`src/rtl/exec_decode_unit_if.sv`:
```
// Instruction/operand bundle into the decode-execute stage and its decoded/executed outputs.
// Master drives the instruction, operands and PC; slave returns decode, ALU result, branch and flags.
interface exec_decode_unit_if;
  logic [15:0] operation;
  logic [15:0] input1;
  logic [15:0] input2;
  logic [15:0] pc;
  logic [3:0]  rd;
  logic [3:0]  rs;
  logic [3:0]  rt;
  logic [7:0]  ctrl_signals;
  logic [15:0] result;
  logic        br;
  logic        Z;
  logic        N;
  logic        V;

  modport master (
    output operation, input1, input2, pc,
    input  rd, rs, rt, ctrl_signals, result, br, Z, N, V
  );

  modport slave (
    input  operation, input1, input2, pc,
    output rd, rs, rt, ctrl_signals, result, br, Z, N, V
  );
endinterface

```
`src/rtl/exec_decode_unit.sv`:
```
// Decode/execute/branch-resolve stage of the 16-bit CPU; only state is the Z/N/V flag register.
// Zero latency (outputs combinational from inputs and flags); no backpressure, one instruction per cycle.
module exec_decode_unit (
  input  logic               clk,
  input  logic               rst_n,
  exec_decode_unit_if.slave  bus
);

  typedef enum logic [3:0] {
    OP_ADD    = 4'h0,
    OP_PADDSB = 4'h1,
    OP_SUB    = 4'h2,
    OP_AND    = 4'h3,
    OP_NOR    = 4'h4,
    OP_SLL    = 4'h5,
    OP_SRL    = 4'h6,
    OP_SRA    = 4'h7,
    OP_LW     = 4'h8,
    OP_SW     = 4'h9,
    OP_LHB    = 4'hA,
    OP_LLB    = 4'hB,
    OP_B      = 4'hC,
    OP_JAL    = 4'hD,
    OP_JR     = 4'hE,
    OP_HLT    = 4'hF
  } opcode_e;

  opcode_e     opc;
  logic [3:0]  f_rd;
  logic [3:0]  f_rs;
  logic [3:0]  f_rt;
  logic [7:0]  imm8;
  logic [2:0]  cond;
  logic [15:0] a;
  logic [15:0] b;

  assign opc  = opcode_e'(bus.operation[15:12]);
  assign f_rd = bus.operation[11:8];
  assign f_rs = bus.operation[7:4];
  assign f_rt = bus.operation[3:0];
  assign imm8 = bus.operation[7:0];
  assign cond = bus.operation[11:9];
  assign a    = bus.input1;
  assign b    = bus.input2;

  // Saturating arithmetic: overflow when operand signs permit it and the result sign flips.
  logic [15:0] add_raw;
  logic [15:0] sub_raw;
  logic        add_ovf;
  logic        sub_ovf;
  logic [15:0] add_sat;
  logic [15:0] sub_sat;
  logic [7:0]  hi_raw;
  logic [7:0]  lo_raw;
  logic [7:0]  hi_sat;
  logic [7:0]  lo_sat;

  assign add_raw = a + b;
  assign sub_raw = a - b;
  assign add_ovf = (a[15] == b[15]) && (add_raw[15] != a[15]);
  assign sub_ovf = (a[15] != b[15]) && (sub_raw[15] != a[15]);
  assign add_sat = add_ovf ? (a[15] ? 16'h8000 : 16'h7FFF) : add_raw;
  assign sub_sat = sub_ovf ? (a[15] ? 16'h8000 : 16'h7FFF) : sub_raw;

  assign hi_raw = a[15:8] + b[15:8];
  assign lo_raw = a[7:0] + b[7:0];
  assign hi_sat = ((a[15] == b[15]) && (hi_raw[7] != a[15])) ? (a[15] ? 8'h80 : 8'h7F) : hi_raw;
  assign lo_sat = ((a[7] == b[7]) && (lo_raw[7] != a[7])) ? (a[7] ? 8'h80 : 8'h7F) : lo_raw;

  logic [15:0] result_c;
  logic [7:0]  ctrl_c;
  logic [3:0]  rd_c;
  logic [3:0]  rs_c;
  logic [3:0]  rt_c;
  logic        wr_znv;
  logic        wr_z;
  logic        ovf_c;

  always_comb begin
    result_c = 16'h0000;
    ctrl_c   = 8'h00;
    rd_c     = f_rd;
    rs_c     = f_rs;
    rt_c     = f_rt;
    wr_znv   = 1'b0;
    wr_z     = 1'b0;
    ovf_c    = 1'b0;
    case (opc)
      OP_ADD: begin
        result_c = add_sat;
        ovf_c    = add_ovf;
        ctrl_c   = 8'h01;
        wr_znv   = 1'b1;
      end
      OP_PADDSB: begin
        result_c = {hi_sat, lo_sat};
        ctrl_c   = 8'h01;
      end
      OP_SUB: begin
        result_c = sub_sat;
        ovf_c    = sub_ovf;
        ctrl_c   = 8'h01;
        wr_znv   = 1'b1;
      end
      OP_AND: begin
        result_c = a & b;
        ctrl_c   = 8'h01;
        wr_z     = 1'b1;
      end
      OP_NOR: begin
        result_c = ~(a | b);
        ctrl_c   = 8'h01;
        wr_z     = 1'b1;
      end
      OP_SLL: begin
        result_c = a << f_rt;
        ctrl_c   = 8'h01;
        wr_z     = 1'b1;
      end
      OP_SRL: begin
        result_c = a >> f_rt;
        ctrl_c   = 8'h01;
        wr_z     = 1'b1;
      end
      OP_SRA: begin
        result_c = $signed(a) >>> f_rt;
        ctrl_c   = 8'h01;
        wr_z     = 1'b1;
      end
      OP_LW: begin
        result_c = a + {{12{f_rt[3]}}, f_rt};
        ctrl_c   = 8'h83;
      end
      OP_SW: begin
        // Store data comes from the register named in the rd field.
        result_c = a + {{12{f_rt[3]}}, f_rt};
        ctrl_c   = 8'h04;
        rt_c     = f_rd;
      end
      OP_LHB: begin
        result_c = {imm8, a[7:0]};
        ctrl_c   = 8'h01;
        rs_c     = f_rd;
      end
      OP_LLB: begin
        result_c = {{8{imm8[7]}}, imm8};
        ctrl_c   = 8'h01;
      end
      OP_B: begin
        ctrl_c   = 8'h40;
      end
      OP_JAL: begin
        result_c = bus.pc + 16'd1;
        ctrl_c   = 8'h11;
        rd_c     = 4'hF;
      end
      OP_JR: begin
        result_c = a;
        ctrl_c   = 8'h20;
      end
      OP_HLT: begin
        ctrl_c   = 8'h08;
      end
    endcase
  end

  logic flag_z;
  logic flag_n;
  logic flag_v;

  always_ff @(posedge clk) begin
    if (rst_n) begin
      flag_z <= 1'b0;
      flag_n <= 1'b0;
      flag_v <= 1'b0;
    end else if (wr_znv) begin
      flag_z <= (result_c == 16'h0000);
      flag_n <= result_c[15];
      flag_v <= ovf_c;
    end else if (wr_z) begin
      flag_z <= (result_c == 16'h0000);
    end
  end

  // Branch resolves against flags left by earlier instructions, never this cycle's result.
  logic cond_true;

  always_comb begin
    cond_true = 1'b0;
    case (cond)
      3'b000: cond_true = ~flag_z;
      3'b001: cond_true = flag_z;
      3'b010: cond_true = ~flag_z & ~flag_n;
      3'b011: cond_true = flag_n;
      3'b100: cond_true = ~flag_n;
      3'b101: cond_true = flag_n | flag_z;
      3'b110: cond_true = flag_v;
      3'b111: cond_true = 1'b1;
    endcase
  end

  assign bus.rd           = rd_c;
  assign bus.rs           = rs_c;
  assign bus.rt           = rt_c;
  assign bus.ctrl_signals = ctrl_c;
  assign bus.result       = result_c;
  assign bus.br           = (opc == OP_B) && cond_true;
  assign bus.Z            = flag_z;
  assign bus.N            = flag_n;
  assign bus.V            = flag_v;

endmodule

```
`src/flat_wrapper.sv`:
```
// flat-port wrapper written by rule: the top's interface ports become plain ports
module exec_decode_unit_flat 
  (clk, rst_n, bus_operation, bus_input1, bus_input2, bus_pc, bus_rd, bus_rs, bus_rt, bus_ctrl_signals, bus_result, bus_br, bus_Z, bus_N, bus_V);
  exec_decode_unit_if bus_i ();
  input  logic clk;
  input  logic rst_n;
  input wire logic [$bits(bus_i.operation)-1:0] bus_operation;
  input wire logic [$bits(bus_i.input1)-1:0] bus_input1;
  input wire logic [$bits(bus_i.input2)-1:0] bus_input2;
  input wire logic [$bits(bus_i.pc)-1:0] bus_pc;
  output wire logic [$bits(bus_i.rd)-1:0] bus_rd;
  output wire logic [$bits(bus_i.rs)-1:0] bus_rs;
  output wire logic [$bits(bus_i.rt)-1:0] bus_rt;
  output wire logic [$bits(bus_i.ctrl_signals)-1:0] bus_ctrl_signals;
  output wire logic [$bits(bus_i.result)-1:0] bus_result;
  output wire logic [$bits(bus_i.br)-1:0] bus_br;
  output wire logic [$bits(bus_i.Z)-1:0] bus_Z;
  output wire logic [$bits(bus_i.N)-1:0] bus_N;
  output wire logic [$bits(bus_i.V)-1:0] bus_V;
  assign bus_i.operation = bus_operation;
  assign bus_i.input1 = bus_input1;
  assign bus_i.input2 = bus_input2;
  assign bus_i.pc = bus_pc;
  assign bus_rd = bus_i.rd;
  assign bus_rs = bus_i.rs;
  assign bus_rt = bus_i.rt;
  assign bus_ctrl_signals = bus_i.ctrl_signals;
  assign bus_result = bus_i.result;
  assign bus_br = bus_i.br;
  assign bus_Z = bus_i.Z;
  assign bus_N = bus_i.N;
  assign bus_V = bus_i.V;
  exec_decode_unit u_core (.clk(clk), .rst_n(rst_n), .bus(bus_i));
endmodule
```
`config.mk`:
```
export PLATFORM = sky130hd
export DESIGN_NAME = exec_decode_unit_flat
export DESIGN_NICKNAME = d
export VERILOG_FILES = /design/src/rtl/exec_decode_unit_if.sv /design/src/rtl/exec_decode_unit.sv /design/src/flat_wrapper.sv
export SDC_FILE = /design/constraint.sdc
export NUM_CORES = 1
export LEC_CHECK = 0
export CELL_PAD_IN_SITES_DETAIL_PLACEMENT = 1
export CELL_PAD_IN_SITES_GLOBAL_PLACEMENT = 1
export CORE_MARGIN = 10
export CORE_UTILIZATION = 37
export CTS_BUF_LIST = sky130_fd_sc_hd__clkbuf_4
export CTS_CLUSTER_DIAMETER = 30
export DETAILED_ROUTE_END_ITERATION = 7
export GPL_TIMING_DRIVEN = 0
export PLACE_DENSITY = 0.88
export SLEW_MARGIN = 15
export SYNTH_ARGS = -nofsm -noshare
export SYNTH_HDL_FRONTEND = slang
export SYNTH_SLANG_ARGS = --single-unit
```
`constraint.sdc`:
```
create_clock -name clk -period 6.6 [get_ports clk]
set_input_delay 1.65 -clock clk [delete_from_list [all_inputs] [get_ports clk]]
set_output_delay 1.65 -clock clk [all_outputs]
set_load 0.05 [all_outputs]
```
==> results of run 1 <==
[per-layer routing]
layer	wire length [µm]	part of all wire, %	global-route usage [%]
met5	18	0.036	0
met1	18100	36	45.7
met2	20200	41	55.9
met4	4830	9.7	21.2
met3	6430	13	9.93
[report_power, final]
group	total (mW)	switching, mW	internal (mW)
Combinational	1.13	0.693	0.434
Clock	0.0400	0.0130	0.0270
Sequential	0.0198	0.000859	0.0189
Total	1.19	0.707	0.480
[timing repair]
| item | CTS | global route |
|---|---|---|
| buffers inserted | 83 | 33 |
| pin swaps | 41 | 47 |
| setup endpoints to repair | 17 | 17 |
| hold buffers | 0 | 0 |
| endpoints found under the hold margin | 0 | 0 |
| cloned | 1 | 1 |
| resized for setup | 354 | 87 |
[worst min-delay path, stage by stage (launching register included)]
cell      delay, ns
dfxtp_1        0.32
nor2_1         0.11
a311oi_1       0.05
[area by class of cell]
cell class / instances / area share [%]
clock buffer: 4 / 0.311
multi-input combinational: 835 / 68.2
buffer: 62 / 4.18
inverter: 52 / 2.67
timing repair buffer: 217 / 21.1
antenna: 1 / 0.0260
tap: 225 / 2.92
sequential: 3 / 0.623
[registers in the layout, indices dropped and copies added (netlist names)]
name          flops
u_core.bus.N      1
u_core.bus.V      1
u_core.bus.Z      1
[cell usage in the layout (no fill, tap or decap), types with 11 or more instances in the layout]
cell type        instances
buf_4                  112
nor2_1                  85
nand2_1                 72
clkdlybuf4s50_1         61
o21ai_0                 56
a21oi_1                 54
ha_1                    51
xnor2_1                 32
o211ai_1                29
buf_2                   28
nand3_1                 27
inv_1                   26
nor3_1                  24
mux2i_1                 22
buf_6                   22
xor2_1                  19
mux2_2                  15
a31oi_1                 15
clkbuf_1                14
nand2b_1                14
mux4_2                  13
a22oi_1                 13
nand4_1                 12
nor2b_1                 12
ha_4                    12
inv_2                   11
[worst max path at each step]
stage	start	end	slack [ns]	cells past startpoint
2_1_floorplan	bus_input1[6]	bus_result[1]	-0.07	19
4_1_cts	bus_input1[2]	bus_result[5]	-0.49	23
3_5_place_dp	bus_input1[4]	bus_result[14]	-2.87	21
5_1_grt	bus_operation[0]	bus_result[8]	-0.79	13
3_3_place_gp	bus_input1[4]	bus_result[14]	-2.80	21
6_report	bus_operation[0]	bus_result[8]	-0.84	13
[through the flow]
| stage | hold slack (ns) | cell area (µm²) | total power [mW] |
|---|---|---|---|
| final | 0.529 | 9640 | 1.19 |
| after global routing | 0.550 | 9640 | 1.21 |
| after CTS | 0.526 | 9160 | 1.01 |
| after detailed placement | 0.521 | 8000 | 0.832 |
| after global placement | 0.511 | 7990 | 0.825 |
| after floorplan | 0.716 | 6660 | 0.524 |
[synthesized netlist by cell type, drive strengths merged, types with 19 or more instances]
cell,n
a21oi,62
buf,41
clkbuf,29
ha,65
inv,50
mux2i,22
nand2,76
nand3,33
nor2,90
nor3,30
o211ai,29
o21ai,75
xnor2,33
xor2,19
[kinds of logic (layout without fill, tap and decap cells)]
family,count (synthesis),count (layout),synth area share [%]
muxes,50,50,10.4
buffers and inverters,122,335,8.41
DFF,3,3,0.915
xor gates and xnor gates,52,52,6.94
adders and majority gates,71,71,14.1
other,0,1,0
and+or+nand+nor,333,334,25.3
AOI/OAI and AO/OA,328,328,34.0
==> impl_metrics.py, run 1 <==
metrics = {
    "run_status": {
        "outcome": "complete, but fails checks",
        "violations": "setup timing",
    },
    "clock_tree": {
        "clk_pin_slew_ns": 0.04,
        "clock_latency_ns": 0.25,
        "cts_buffers": 3,
        "clock_path_buffers": 2,
        "htreeDepth": 1,
        "clock_sinks": 3,
        "cts_tree": "done",
        "ctsRootBufferMaster": "clkbuf_4",
    },
    "global_routing": {
        "antenna_found_initial": 1,
        "grt_pass1_vias": 9899,
        "grt_usage_pct": 36.8,
        "grt_overflow": 0,
        "grt_max_degree": 14,
        "grt_pass1_wl_um": 66700,
    },
    "hold_path": {
        "holdPathEnd": "u_core.bus.V",
        "hold_class": "flip-flop to flip-flop",
        "holdPathStages": 2,
        "min_from": "u_core.bus.V",
    },
    "synthesis": {
        "synth_area_um2": 6560,
        "async_flop_share_pct": 0,
        "synth.distinct_cells": 85,
        "synth-edff-count": 0,
        "synthTopCellsByArea": "ha_1, o21ai_0, nor2_1",
        "synthCells": 959,
        "synth_seq_cells": 3,
        "synth_nets": 1095,
        "synth_top_cell_by_area": "ha_1",
        "synth_top_area_share_pct": 12.4,
        "seq_area_frac_synth_pct": 0.915,
        "ys.flop_type": "dfxtp_1",
        "yosysWarnings": 0,
        "avgSynthCellArea_um2": 6.84,
    },
    "setup_path": {
        "r2r_end": "u_core.bus.Z",
        "path_class": "primary input to primary output",
        "rrSetupSlack_ns": 5.37,
        "max_stage_delay_ns": 0.97,
        "crit_arrival_ns": 5.79,
        "r2r-start": "u_core.bus.Z",
        "crit_chain": "clkdlybuf4s50_1 > buf_2 > clkinv_2 > clkbuf_4 > ha_1 > nor2b_1 > a221o_1 > nand2_1 > o211ai_1 > nor3_1 > nand4_1 > nand3b_1 > buf_6",
        "cp_max_fo": 10,
        "critical_path.endpoint_type": "primary output",
        "path_buf_inv": 5,
        "startpoint_type": "primary input",
        "worstPathRequired_ns": 4.95,
        "critical-path-top-delay-family": "simple AND/OR/NAND/NOR gates",
        "r2r_cells": 3,
        "slowest_stage": "nor3_1",
    },
    "place": {
        "gp_congestion": 1.03,
        "port-buffer-count": 104,
        "preCtsSetupSlack_ns": -2.87,
        "dp_cells": 1289,
        "hpwlAfterDp_um": 33200,
    },
    "sta": {
        "hold_viol": 0,
        "fin_crit_sh_pct": 113,
        "rsz0062_at_grt": "true",
        "layout_min_cycle_time_ns": 7.44,
        "finalMaxSlewViolations": 0,
        "fmax_mhz": 134,
        "fin_tns_setup_ns": -10.45,
        "relSlewSlack_pct": 21.1,
        "timing.final.ws_setup_ns": -0.844,
        "skew_ns": 0,
        "finalSetupViolCount": 17,
        "tightestPinTransition_ns": 1.17,
    },
    "layout": {
        "fillers": 2166,
        "layout.area.seq_um2": 60.1,
        "stdcell_count": 1399,
        "nNetsFinal": 1310,
        "drive_gt1_share_pct": 29.4,
        "fin_util_pct": 55.6,
        "multi_input_comb_area_um2": 6580,
        "areaGrowthSynthToFinish_pct": 46.9,
    },
    "floorplan": {
        "coreArea_um2": 17400,
        "initial_core_util_pct": 37.8,
        "io_pins": 106,
        "die-area_um2": 23500,
        "dieHeight_um": 153,
        "die_x_um": 153,
        "row_count": 48,
    },
    "detailed_routing": {
        "drtIter0Drc": 1574,
        "drtPass1Iterations": 5,
        "via_count": 10214,
        "avgRoutedWirePerCell_um": 35.4,
        "ant_nets": 0,
        "drc": 0,
        "finalWirelength_um": 49500,
        "via_per_inst": 7.30,
    },
    "run": {
        "maxCapViolations": 0,
    },
    "power_and_ir_drop": {
        "power.leakage_nw": 3.93,
        "p_per_area_nw_per_um2": 123,
        "ir_worst_vdd_mv": 0.0901,
    },
}
No activity file was read; power rests on OpenSTA's default activity.
==> run 2: changes to the inputs <==
CORE_UTILIZATION = 44   (was 37)
DONT_BUFFER_PORTS = 1   (was not set)
==> impl_metrics.py, run 2 (synthesized netlist as in run 1, its figures left out) <==
metrics = {
    "floorplan": {
        "initial_core_util_pct": 45.0,
        "row_count": 44,
        "dieHeight_um": 142,
        "die_x_um": 142,
        "coreArea_um2": 14600,
        "die-area_um2": 20200,
        "io_pins": 106,
    },
    "place": {
        "port-buffer-count": 0,
        "hpwlAfterDp_um": 31500,
        "gp_congestion": 1.10,
        "placed_cell_area_um2": 6950,
        "preCtsSetupSlack_ns": -1.12,
    },
    "detailed_routing": {
        "wl_met3_um": 5940,
        "drtIter0Drc": 1412,
        "ant_nets": 0,
        "met2_length_um": 17500,
        "via_count": 9136,
        "drc": 0,
        "via_per_inst": 7.71,
        "avgRoutedWirePerCell_um": 35.6,
        "finalWirelength_um": 42200,
        "drt-met1-wl_um": 15800,
        "drtPass1Iterations": 7,
        "routed.top_layer": "met5",
    },
    "power_and_ir_drop": {
        "p_per_area_nw_per_um2": 117,
        "ir_worst_vdd_mv": 0.0595,
        "power.leakage_nw": 3.00,
    },
    "global_routing": {
        "antenna_found_initial": 1,
        "grt_pass1_wl_um": 58800,
        "grt_usage_pct": 38.0,
        "grt_pass1_vias": 8641,
        "grt_max_degree": 14,
        "grt_overflow": 0,
    },
    "sta": {
        "tightestPinTransition_ns": 1.22,
        "hold_viol": 0,
        "rsz0062_at_grt": "true",
        "finalMaxSlewViolations": 0,
        "timing.final.ws_setup_ns": -0.432,
        "layout_min_cycle_time_ns": 7.03,
        "hold-worst-slack_ns": 0.812,
        "skew_ns": 0,
        "finalSetupViolCount": 15,
        "fmax_mhz": 142,
        "fin_crit_sh_pct": 107,
        "fin_tns_setup_ns": -4.36,
        "relSlewSlack_pct": 18.3,
    },
    "setup_path": {
        "path_class": "primary input to primary output",
        "startpoint_type": "primary input",
        "rrSetupSlack_ns": 4.94,
        "cp_max_fo": 10,
        "critical_path.endpoint_type": "primary output",
        "crit_arrival_ns": 5.38,
        "worstPathRequired_ns": 4.95,
    },
    "layout": {
        "nNetsFinal": 1138,
        "final_common_cell": "nor2_1",
        "n_antenna_cell": 0,
        "layout_common_cells": "nor2_1, nand2_1, a21oi_1",
        "fin_area_um2": 7750,
        "layout.area.seq_um2": 60.1,
        "fin_util_pct": 53.1,
        "drive_gt1_share_pct": 21.5,
        "areaGrowthSynthToFinish_pct": 18.1,
        "multi_input_comb_area_um2": 6490,
        "fillers": 1855,
    },
    "clock_tree": {
        "cts_tree": "done",
        "clock_path_buffers": 2,
        "clock_sinks": 3,
        "ctsRootBufferMaster": "clkbuf_4",
        "clock_latency_ns": 0.25,
        "clk_pin_slew_ns": 0.04,
        "hold_buffers": 0,
        "cts_buffers": 3,
        "htreeDepth": 1,
    },
    "run_status": {
        "outcome": "complete, but fails checks",
        "violations": "setup timing",
    },
    "run": {
        "maxCapViolations": 0,
    },
    "hold_path": {
        "hold_class": "flip-flop to flip-flop",
    },
}
==> run 2: cell types whose count changed in the layout (fill, tap and decap cells not counted), moves of 5 or more <==
cell,previous run,this run
buf_12,7,1
buf_2,28,22
buf_8,5,0
clkbuf_4,9,4
clkdlybuf4s50_1,61,0
buf_6,22,5
buf_4,112,46
clkbuf_1,14,22
nor3_2,4,10
inv_2,11,2
inv_1,26,36
==> run 2: timing repair <==
item / in CTS / in global routing
setup buffers: 26 / 14
pin swaps: 40 / 33
resized for setup: 82 / 36
setup endpoints to repair: 17 / 17
==> run 2: worst paths after layout <==
check,startpoint,end,depth (start not counted)
worst max-delay path,bus_input1[13],bus_result[1],14
worst min-delay path,u_core.bus.N,u_core.bus.N,2
worst max register to register,u_core.bus.Z,u_core.bus.Z,3
worst min register to register,u_core.bus.N,u_core.bus.N,2
==> run 2: final cells by class <==
cell class | count | share of cell area (%)
timing repair buffer | 45 | 4.26
multi-input combinational | 834 | 83.7
tap | 184 | 2.97
sequential | 3 | 0.775
clock buffer | 4 | 0.387
inverter | 52 | 3.20
buffer | 63 | 4.70
==> run 2: critical path, stage by stage <==
cell	delay, ns
clkbuf_1	0.49
inv_1	0.13
ha_1	0.41
clkbuf_1	0.41
o21bai_1	0.21
a21oi_2	0.08
nor2_2	0.17
fa_2	0.51
or3b_4	0.41
nand2_4	0.08
nand2_4	0.06
o311ai_4	0.09
a2111oi_4	0.08
o211ai_1	0.59
==> run 2: routing by layer <==
layer | GRT usage (%) | vias to the layer above
li1 | - | 3704
met1 | 49.4 | 4350
met2 | 57.1 | 880
met3 | 9.85 | 200
met4 | 18.0 | 2
met5 | 0 | -
==> run 2: metrics by stage <==
step | std cells | total power [mW]
final | 1185 | 0.906
after global placement | 1143 | 0.697
after CTS | 1173 | 0.813
after floorplan | 959 | 0.524
after detailed placement | 1149 | 0.709
after global routing | 1185 | 0.932
==> run 2: report_power, final <==
part	leakage (nW)	internal, mW	switching, mW
clock network	0.0184	0.0270	0.0141
registers	0.0244	0.0189	0.00346
logic	2.96	0.281	0.562
